## config.mk

```make
export PLATFORM = sky130hd
export DESIGN_NAME = mul_sequencer
export DESIGN_NICKNAME = d
export VERILOG_FILES = /design/src/rtl/mul_sequencer.sv
export SDC_FILE = /design/constraint.sdc
export NUM_CORES = 1
export LEC_CHECK = 0
export CAP_MARGIN = 15
export CELL_PAD_IN_SITES_DETAIL_PLACEMENT = 0
export CELL_PAD_IN_SITES_GLOBAL_PLACEMENT = 1
export CORE_ASPECT_RATIO = 0.9
export CORE_MARGIN = 5
export CORE_UTILIZATION = 43
export CTS_CLUSTER_DIAMETER = 30
export DETAILED_ROUTE_END_ITERATION = 8
export GPL_ROUTABILITY_DRIVEN = 0
export PLACE_DENSITY_LB_ADDON = 0.1
export SLEW_MARGIN = 20
export SYNTH_ARGS = -nofsm -noshare
export SYNTH_HDL_FRONTEND = slang
export SYNTH_SLANG_ARGS = --single-unit
```

## constraint.sdc

```tcl
create_clock -name clk -period 9.57 [get_ports clk]
set_input_delay 1.914 -clock clk [delete_from_list [all_inputs] [get_ports clk]]
set_output_delay 1.914 -clock clk [all_outputs]
set_load 0.03 [all_outputs]
```

## src/rtl/mul_sequencer.sv

```systemverilog
// -----------------------------------------------------------------------------
// mul_sequencer
//
// Iterative shift-and-add multiplier for the EX stage. A MUL instruction
// (alu_control == 4'd8) presented with valid_in while the sequencer is idle is
// captured and processed one multiplier bit per clock. The pipeline is held
// with stall until the product is ready. The low DATA_W bits of op_a*op_b are
// then presented on result, together with a one-cycle result_valid strobe.
//
// Optional build macro:
//   MUL_EARLY_TERM_EN - finish as soon as the remaining multiplier bits are
//                       all zero, instead of always iterating DATA_W times.
//                       The product is the same in both builds.
//
// Parameters:
//   DATA_W        operand and result width in bits (>= 2)
//
// Ports:
//   clk           in   rising-edge clock
//   arst          in   asynchronous active-high reset
//   valid_in      in   the instruction in EX is valid
//   alu_control   in   [3:0] ALU operation code, 4'd8 = MUL
//   flush         in   synchronous abort of the EX instruction
//   op_a          in   [DATA_W-1:0] multiplicand
//   op_b          in   [DATA_W-1:0] multiplier
//   stall         out  holds the pipeline while a multiply is in progress
//   result        out  [DATA_W-1:0] low DATA_W bits of op_a*op_b
//   result_valid  out  one-cycle strobe, result is final
// -----------------------------------------------------------------------------
module mul_sequencer #(
  parameter int DATA_W = 32
) (
  input  logic              clk,
  input  logic              arst,
  input  logic              valid_in,
  input  logic [3:0]        alu_control,
  input  logic              flush,
  input  logic [DATA_W-1:0] op_a,
  input  logic [DATA_W-1:0] op_b,
  output logic              stall,
  output logic [DATA_W-1:0] result,
  output logic              result_valid
);

  localparam int              CNT_W  = (DATA_W > 1) ? $clog2(DATA_W) : 1;
  localparam logic [CNT_W-1:0] LAST  = CNT_W'(DATA_W - 1);
  localparam logic [3:0]      OP_MUL = 4'd8;

  typedef enum logic [1:0] {
    IDLE = 2'd0,
    BUSY = 2'd1,
    DONE = 2'd2
  } state_t;

  state_t             r_state;
  logic [DATA_W-1:0]  r_acc;
  logic [DATA_W-1:0]  r_mcand;
  logic [DATA_W-1:0]  r_mplier;
  logic [CNT_W-1:0]   r_count;

  logic               w_start;
  logic               w_last;
  logic [DATA_W-1:0]  w_acc_sum;
  logic [DATA_W-1:0]  w_mplier_shr;

  // A start is only meaningful in IDLE; the state check is applied at the use
  // sites so that DONE and BUSY ignore new requests.
  assign w_start = valid_in & (alu_control == OP_MUL) & ~flush;

  // Partial-product accumulation; carries out of the top bit fall off, which
  // gives the modulo-2^DATA_W product for signed and unsigned operands alike.
  assign w_acc_sum    = r_acc + (r_mplier[0] ? r_mcand : '0);
  assign w_mplier_shr = r_mplier >> 1;

`ifdef MUL_EARLY_TERM_EN
  // Once no set multiplier bits remain, the accumulator is already final.
  assign w_last = (r_count == LAST) || (w_mplier_shr == '0);
`else
  assign w_last = (r_count == LAST);
`endif

  // Stall is combinational so the pipeline freezes in the same cycle the MUL
  // is accepted. Flush and reset override it immediately.
  assign stall = ~arst & ~flush &
                 (((r_state == IDLE) & w_start) | (r_state == BUSY));

  assign result_valid = ~flush & (r_state == DONE);
  assign result       = r_acc;

  always_ff @(posedge clk or posedge arst) begin
    if (arst) begin
      r_state  <= IDLE;
      r_acc    <= '0;
      r_mcand  <= '0;
      r_mplier <= '0;
      r_count  <= '0;
    end else begin
      case (r_state)
        IDLE: begin
          if (w_start) begin
            r_acc    <= '0;
            r_mcand  <= op_a;
            r_mplier <= op_b;
            r_count  <= '0;
            r_state  <= BUSY;
          end
        end

        BUSY: begin
          // A flush abandons the operation without touching the accumulator,
          // so result keeps the partial value it showed before the flush.
          if (flush) begin
            r_state <= IDLE;
          end else begin
            r_acc    <= w_acc_sum;
            r_mcand  <= r_mcand << 1;
            r_mplier <= w_mplier_shr;
            r_count  <= r_count + 1'b1;
            if (w_last) begin
              r_state <= DONE;
            end
          end
        end

        DONE: begin
          // Single strobe cycle; any start request here is ignored and is
          // picked up again only once back in IDLE.
          r_state <= IDLE;
        end

        default: begin
          r_state <= IDLE;
        end
      endcase
    end
  end

endmodule

```

After elaboration in Yosys (flattened, before gate mapping)
Index checks and enable logic that the tools add are counted.
Storage, ports and cells
  bits in registers: 103
  logic and storage cells: 44
  input bits: 72
Operators by class
  muxes and demuxes: 17
  add/sub/neg operators: 2
  equality and inequality tests: 7
  bitwise gates (word level): 9
  reductions and logical operators: 4
Operators with widths (number)
  $mux W32: 7
  $pmux W32 S2: 3
  $add A32 B32 Y32: 1
  $mux W5: 2
  $pmux W5 S2: 1
  $and A1 B1 Y1: 6
  $mux W2: 3
  $add A5 B1 Y5 const B: 1
  $eq A5 B5 Y1 const B: 1
  $eq A4 B4 Y1 const B: 1
  $ne A2 B2 Y1 const B: 2
  $pmux W2 S2: 1
  $ne A3 B3 Y1 const B: 1
  $reduce_and A3 Y1: 1
  $eq A2 B1 Y1 const B: 1
  $eq A2 B2 Y1 const B: 1
  $logic_not A2 Y1: 1
  $not A1 Y1: 2
  $reduce_and A2 Y1: 1
  $reduce_bool A2 Y1: 1
  $or A1 B1 Y1: 1

Logic depth before layout (Yosys ltp)
Gate-level depths: netlist of run 1.
  word-level depth: 6
  depth in mapped cells: 12

Worst setup path before layout of run 1
OpenSTA, ideal clock, no wires.
  kind: input-to-output
  start: input flush
  end: output stall
  path buffers: 0
  stages: 5
  required time: 7656 ps
  path slack: 4185 ps
  arrival time: 3471 ps
  path through: nor4_1 > nand3_1 > nor3_1 > inv_1 > a211oi_1
On the way
  cells in the longest elaborated chain, start to end: 5
Ends and longest elaborated chain
  from (decl): RTL line 37  | input logic flush,
  $not A1 Y1 *: RTL line 68, 84
  $and A1 B1 Y1: RTL line 68  | assign w_start = valid_in & (alu_control == OP_MUL) & ~flush;
  $and A1 B1 Y1: RTL line 85  | (((r_state == IDLE) & w_start) | (r_state == BUSY));
  $or A1 B1 Y1: RTL line 85
  $and A1 B1 Y1 *: RTL line 84  | assign stall = ~arst & ~flush &
  to (decl): RTL line 40  | output logic stall,
Mark *: on every way between the ends. The rest lies on a longest branch, timed or not.

Final worst setup path of run 1
Same ends and word-level chain as after synthesis.

==> results.tsv, run 1 <==
stage	metric	value	unit
drt	drt_wl_total	15.2	mm
die	die_w	136	um
grt	grt_usage	0.191	
sta	max_slew_margin	0.355	
placed_design	io_buffers	105	
placed_design	pre_cts_slack	3.28	ns
power	p_total	1.78	mW
setup_path	cp-start-kind	input port	
placed_design	dp_hpwl	10.6	mm
grt	grt_util_met1	0.264	
job	drv_cap	0	
die	fp.dieH	123	um
min_path	hp-class	reg2reg	
yosys	synthTopCellsByCount	nand2_1, dfrtp_1, nor2_1, a31oi_1	
grt	busiest_layer	met2	
drt	drc	0	
clock_tree	htreeDepth	3	
yosys	synth.largest_area_cell	dfrtp_1	
sta	setup_slack	3.30	ns
cells_and_area	area_delta_synth_final	23.8	%
sta	fmax	160	MHz
yosys	syn-cell-area	6140	um^2
clock_tree	clk_pin_slew_worst_paths	0.07	ns
drt	drt-pass1-iter-count	5	
power	comb_power_share	0.416	
sta	finalSetupViolations	0	
cells_and_area	design_area	7600	um^2
clock_tree	cts_tree	done	
clock_tree	cts_buffer_depth	2	
yosys	ys_seq_area_frac	0.420	
cells_and_area	nets	923	
setup_path	path_cells	clkdlybuf4s50_1 > nor4_1 > nand3_1 > nor3_1 > inv_1 > a211oi_1 > clkdlybuf4s50_1	
grt	antenna_found_initial	0	
min_path	hold_path_depth	1	
yosys	yosysUniqueCellTypes	55	
power	p_seq_frac	0.373	
cells_and_area	diodes	0	
setup_path	critPathMaxStageDelay	0.71	ns
die	start_util	0.438	
yosys	synthFlopType	dfrtp_1	
grt	grt_pass1_vias	5310	
status	status	complete, no violations	
yosys	synth_most_common_cell	nand2_1	
power	ir_worst_vdd	0.0000920	V
sta	fin_setup_tns	0	ns
yosys	syn_inst	739	
setup_path	arrival	4.35	ns
sta	rsz0062_at_grt	no	
sta	hold_viol	0	
power	power_per_cell_area	234	nW/um^2
power	pwr-share-clk	0.211	
die	coreArea	14000	um^2
sta	skew	0.0114	ns
setup_path	worstSetupPathType	in2out	
setup_path	cp_slowest_cell	clkdlybuf4s50_1	
die	dieArea	16800	um^2
sta	min_period	6.27	ns
grt	globalRouteMet3Util	0.0431	
clock_tree	clk_latency	0.36	ns
clock_tree	cts_buffers	9	
drt	routedWlPerCell	15.0	um
clock_tree	cts.sinks	103	
cells_and_area	fin_util	0.543	
power	p_sw	0.678	mW
setup_path	reg2regPathDepth	9	
die	rows	41	
setup_path	crit_path_end_kind	output port	
yosys	syn_area_per_cell	8.31	um^2
yosys	yosys.area.top_type_share	0.420	
grt	grt_pass1_wl	25.9	mm
clock_tree	ctsHoldBuffers	0	
drt	first_iter_violations	308	
clock_tree	cts_root_buffer	clkbuf_16	
power	leakagePower	3.30	nW
yosys	ys_ff_latch	103	
grt	use_met2	0.305	
yosys	synth.net_count	845	
setup_path	critPathRequiredTime	7.66	ns
yosys	synth_area_leaders	dfrtp_1, nand2_1, ha_1, a31oi_1, nor2_1	
setup_path	cp_common_cell	clkdlybuf4s50_1	
drt	ant_nets	0	
clock_tree	ctsResizeCount	0	
sta	tightest_slew	0.964	ns
cells_and_area	nFillCells	1311	
sta	final.period_utilization	0.655	
drt	viasPerCell	5.37	
die	ios	106	
power	p_int	1.10	mW
grt	overflow	0	
placed_design	dpl-instance-area	7300	um^2
yosys	ys_async_sr_fraction	1.00	
power	swShare	0.381	
yosys	yosys_warnings	0	
grt	grt_max_degree	128	
sta	slew_violations	0	
cells_and_area	drive_gt1_frac	0.0378	
yosys	synth_edf_count	0	
drt	vias	5447	
clock_tree	post_cts_buffers	0	
setup_path	crit_fanout	6	
[layout by cell type, fill, tap and decap left out, types with 2 or more instances in the layout]
master / instances
a2111o_1: 2
a211oi_1: 8
a21boi_0: 3
a21o_1: 4
a21oi_1: 30
a22o_1: 10
a31oi_1: 63
a41oi_1: 3
and2_1: 33
and3_1: 4
buf_4: 4
clkbuf_16: 9
clkdlybuf4s50_1: 105
clkinv_2: 2
dfrtp_1: 103
ha_1: 33
inv_1: 8
inv_6: 3
nand2_1: 177
nand2b_1: 6
nand3_1: 8
nand4_1: 2
nor2_1: 82
nor2b_1: 2
nor2b_4: 2
nor3_1: 4
nor3b_1: 2
nor4_1: 2
o211ai_1: 8
o21a_1: 3
o21ai_0: 38
o31ai_1: 4
or3_1: 2
xnor2_1: 10
xor2_1: 18
[routing by layer]
metal | wire length (um) | up-vias
met5 | 0 | -
met4 | 193 | 0
met3 | 627 | 16
met2 | 6990 | 107
met1 | 7370 | 2598
li1 | - | 2726
[through the flow]
| step | std cells | hold WS, ns |
|---|---|---|
| 6_report | 1014 | 0.514 |
| 5_1_grt | 1014 | 0.543 |
| 4_1_cts | 1014 | 0.513 |
| 3_5_place_dp | 999 | 0.494 |
| 3_3_place_gp | 999 | 0.482 |
| 2_1_floorplan | 739 | 0.466 |
[power groups by stage]
stage / sequential, mW / combinational, mW / clock [mW]
3_3_place_gp: 0.668 / 0.725 / 0
5_1_grt: 0.682 / 0.827 / 0.405
3_5_place_dp: 0.673 / 0.740 / 0
2_1_floorplan: 0.705 / 0.481 / 0
4_1_cts: 0.666 / 0.743 / 0.386
6_report: 0.663 / 0.739 / 0.376
[worst paths after layout]
path,to,startpoint,slack [ns]
min,r_count[0]$_DFFE_PP0P_,r_count[0]$_DFFE_PP0P_,0.51
max reg2reg,result[31]$_DFFE_PP0P_,r_mplier[0]$_DFFE_PP0P_,5.80
max,stall,flush,3.30
min in group asynchronous,r_state[0]$_DFFE_PP0P_,arst,2.00
max in group asynchronous,result[25]$_DFFE_PP0P_,arst,6.40
min reg2reg,r_count[0]$_DFFE_PP0P_,r_count[0]$_DFFE_PP0P_,0.51
[cells by family (layout without fill, tap and decap cells)]
group                      Yosys count  count (layout)  share of synthesized area
and+or+nand+nor                    330             330                      0.229
muxes                                1               1                    0.00163
adders and majority gates           34              34                     0.0705
xor gates and xnor gates            28              28                     0.0400
AOI/OAI and AO/OA                  191             191                      0.203
DFF                                103             103                      0.420
buffers and inverters               52             134                     0.0355
[sequential cells by signal (all words and copies together), names as in the netlist]
register,flops
r_mcand,32
r_mplier,32
result,32
r_count,5
r_state,2
[area by class of cell]
| class | count | area [um^2] | area share |
|---|---|---|---|
| Inverter | 9 | 36.3 | 0.00477 |
| Clock inverter | 6 | 66.3 | 0.00873 |
| Multi-Input combinational cell | 584 | 3360 | 0.442 |
| Clock buffer | 9 | 225 | 0.0296 |
| Timing Repair Buffer | 110 | 1090 | 0.144 |
| Sequential cell | 103 | 2580 | 0.339 |
| Tap cell | 193 | 241 | 0.0318 |
[critical path: cells and delay by family]
family,cells,cell delay [ns]
buffers and inverters,3,1.34
and+or+nand+nor,3,0.88
AOI/OAI and AO/OA,1,0.23
Power figures use the tool's default switching activity.
==> run 2: changes to the inputs <==
--- a/config.mk
+++ b/config.mk
@@ -10,7 +10,7 @@
 export CELL_PAD_IN_SITES_GLOBAL_PLACEMENT = 1
 export CORE_ASPECT_RATIO = 0.9
 export CORE_MARGIN = 5
-export CORE_UTILIZATION = 43
+export CORE_UTILIZATION = 36
 export CTS_CLUSTER_DIAMETER = 30
 export DETAILED_ROUTE_END_ITERATION = 8
 export GPL_ROUTABILITY_DRIVEN = 0
==> constraint.sdc (replaced) <==
create_clock -name clk -period 5.1 [get_ports clk]
set_input_delay 1.02 -clock clk [delete_from_list [all_inputs] [get_ports clk]]
set_output_delay 1.02 -clock clk [all_outputs]
set_load 0.03 [all_outputs]
==> results.tsv, run 2 (synthesis results as in run 1) <==
stage	metric	value	unit
setup_path	reg2regPathDepth	10	
cells_and_area	diodes	0	
drt	routedWlPerCell	15.3	um
min_path	hp-start	r_count[0]$_DFFE_PP0P_	
sta	hold_viol	0	
clock_tree	cts_tree	done	
cells_and_area	area_delta_synth_final	25.3	%
setup_path	cp_slowest_cell	clkdlybuf4s50_1	
power	ir_worst_vdd	0.000190	V
drt	drt_wl_total	15.9	mm
setup_path	r2r-start	r_mplier[0]$_DFFE_PP0P_	
clock_tree	cts_root_buffer	clkbuf_16	
status	status	complete, no violations	
drt	first_iter_violations	349	
clock_tree	clk_latency	0.35	ns
drt	ant_nets	0	
drt	drc	0	
setup_path	path_cells	clkdlybuf4s50_1 > nor4_1 > nand3_1 > nor3_1 > inv_1 > a211oi_1 > clkdlybuf4s50_1	
power	leakagePower	3.33	nW
grt	grt_pass1_vias	5365	
sta	min_period	4.56	ns
setup_path	arrival	3.54	ns
sta	fin_setup_tns	0	ns
sta	skew	0.00808	ns
sta	worst_hold_slack	0.514	ns
clock_tree	cts_buffers	9	
placed_design	io_buffers	105	
power	p_total	3.41	mW
power	power_per_cell_area	444	nW/um^2
die	dieArea	19800	um^2
clock_tree	ctsResizeCount	0	
setup_path	crit_path_end_kind	output port	
sta	rsz0062_at_grt	no	
placed_design	dp_hpwl	11.3	mm
grt	overflow	0	
min_path	hold_path_depth	1	
cells_and_area	layout_commonest_cell	nand2_1	
sta	tightest_slew	1.17	ns
die	start_util	0.365	
sta	fmax	219	MHz
clock_tree	ctsHoldBuffers	0	
clock_tree	htreeDepth	3	
drt	viasPerCell	5.26	
setup_path	crit_fanout	6	
setup_path	path_buf_inv	3	
clock_tree	cts.sinks	103	
sta	max_slew_margin	0.214	
die	die_w	148	um
clock_tree	post_cts_buffers	0	
clock_tree	clk_pin_slew_worst_paths	0.07	ns
cells_and_area	drive_gt1_frac	0.0389	
die	rows	45	
drt	vias	5438	
drt	drt-pass1-iter-count	5	
clock_tree	cts_buffer_depth	2	
setup_path	ff2ff_setup_slack	1.25	ns
min_path	holdPathEnd	r_count[0]$_DFFE_PP0P_	
job	drv_cap	0	
grt	grt_pass1_wl	26.9	mm
grt	grt_usage	0.165	
die	fp.dieH	134	um
placed_design	dp.cells	1018	
min_path	hp-class	reg2reg	
die	ios	106	
setup_path	worstSetupPathType	in2out	
setup_path	critPathTopFamily	buffers and inverters	
die	coreArea	16800	um^2
cells_and_area	mostFrequentLayoutCells	nand2_1, clkdlybuf4s50_1, dfrtp_1	
sta	slew_violations	0	
setup_path	cp_common_cell	clkdlybuf4s50_1	
setup_path	reg2reg_to	result[31]$_DFFE_PP0P_	
cells_and_area	nets	924	
setup_path	critPathMaxStageDelay	0.71	ns
cells_and_area	finalNonFillerCells	1034	
grt	grt_max_degree	81	
sta	finalSetupViolations	0	
grt	antenna_found_initial	0	
sta	final.period_utilization	0.895	
setup_path	critPathRequiredTime	4.08	ns
setup_path	cp-start-kind	input port	
[run 2: changes by cell type in the layout (fill, tap and decap cells not counted), sizes merged]
cell | before | now
buf | 5 | 6
clkinv | 2 | 1
inv | 12 | 11
bufinv | 1 | 2
clkbuf | 9 | 11
[run 2: worst max path at each step]
stage	start	depth (start not counted)	slack (ns)	end
after floorplan	arst	1	1.38	r_count[0]$_DFFE_PP0P_
after global placement	flush	7	0.66	stall
after detailed placement	flush	7	0.56	stall
after CTS	flush	7	0.52	stall
after global routing	flush	7	0.28	stall
final	flush	7	0.54	stall
[run 2: power by group]
part	internal [mW]	switching (mW)
clock network	0.449	0.328
registers	1.05	0.198
logic	0.634	0.755
[run 2: per-layer routing]
metal | track usage | routed length (um)
met5 | 0 | 0
met4 | 0.0414 | 191
met3 | 0.0331 | 628
met2 | 0.255 | 7040
met1 | 0.238 | 7990
[run 2: area by class of cell]
cell class | count | area [um^2]
fillers | 1684 | 9140
clock inverters | 5 | 86.3
inverters | 9 | 38.8
clock buffers | 11 | 243
flip-flops and latches | 103 | 2580
multi-input cells | 584 | 3360
well taps | 211 | 264
repair buffers | 111 | 1120
[run 2: per-stage QoR]
stage | worst slack (ns) | instance area [um^2] | util
6_report | 0.536 | 7690 | 0.457
5_1_grt | 0.283 | 7690 | 0.457
4_1_cts | 0.517 | 7690 | 0.457
3_5_place_dp | 0.556 | 7360 | 0.437
3_3_place_gp | 0.658 | 7360 | 0.437
2_1_floorplan | 1.38 | 6140 | -
==> run 3: changes to the inputs <==
--- a/config.mk
+++ b/config.mk
@@ -12,6 +12,7 @@
 export CORE_MARGIN = 5
 export CORE_UTILIZATION = 36
 export CTS_CLUSTER_DIAMETER = 30
+export CTS_CLUSTER_SIZE = 14
 export DETAILED_ROUTE_END_ITERATION = 8
 export GPL_ROUTABILITY_DRIVEN = 0
 export PLACE_DENSITY_LB_ADDON = 0.1
==> results of run 3 <==
No change in the layout: final DEF, timing and power equal those of run 2.
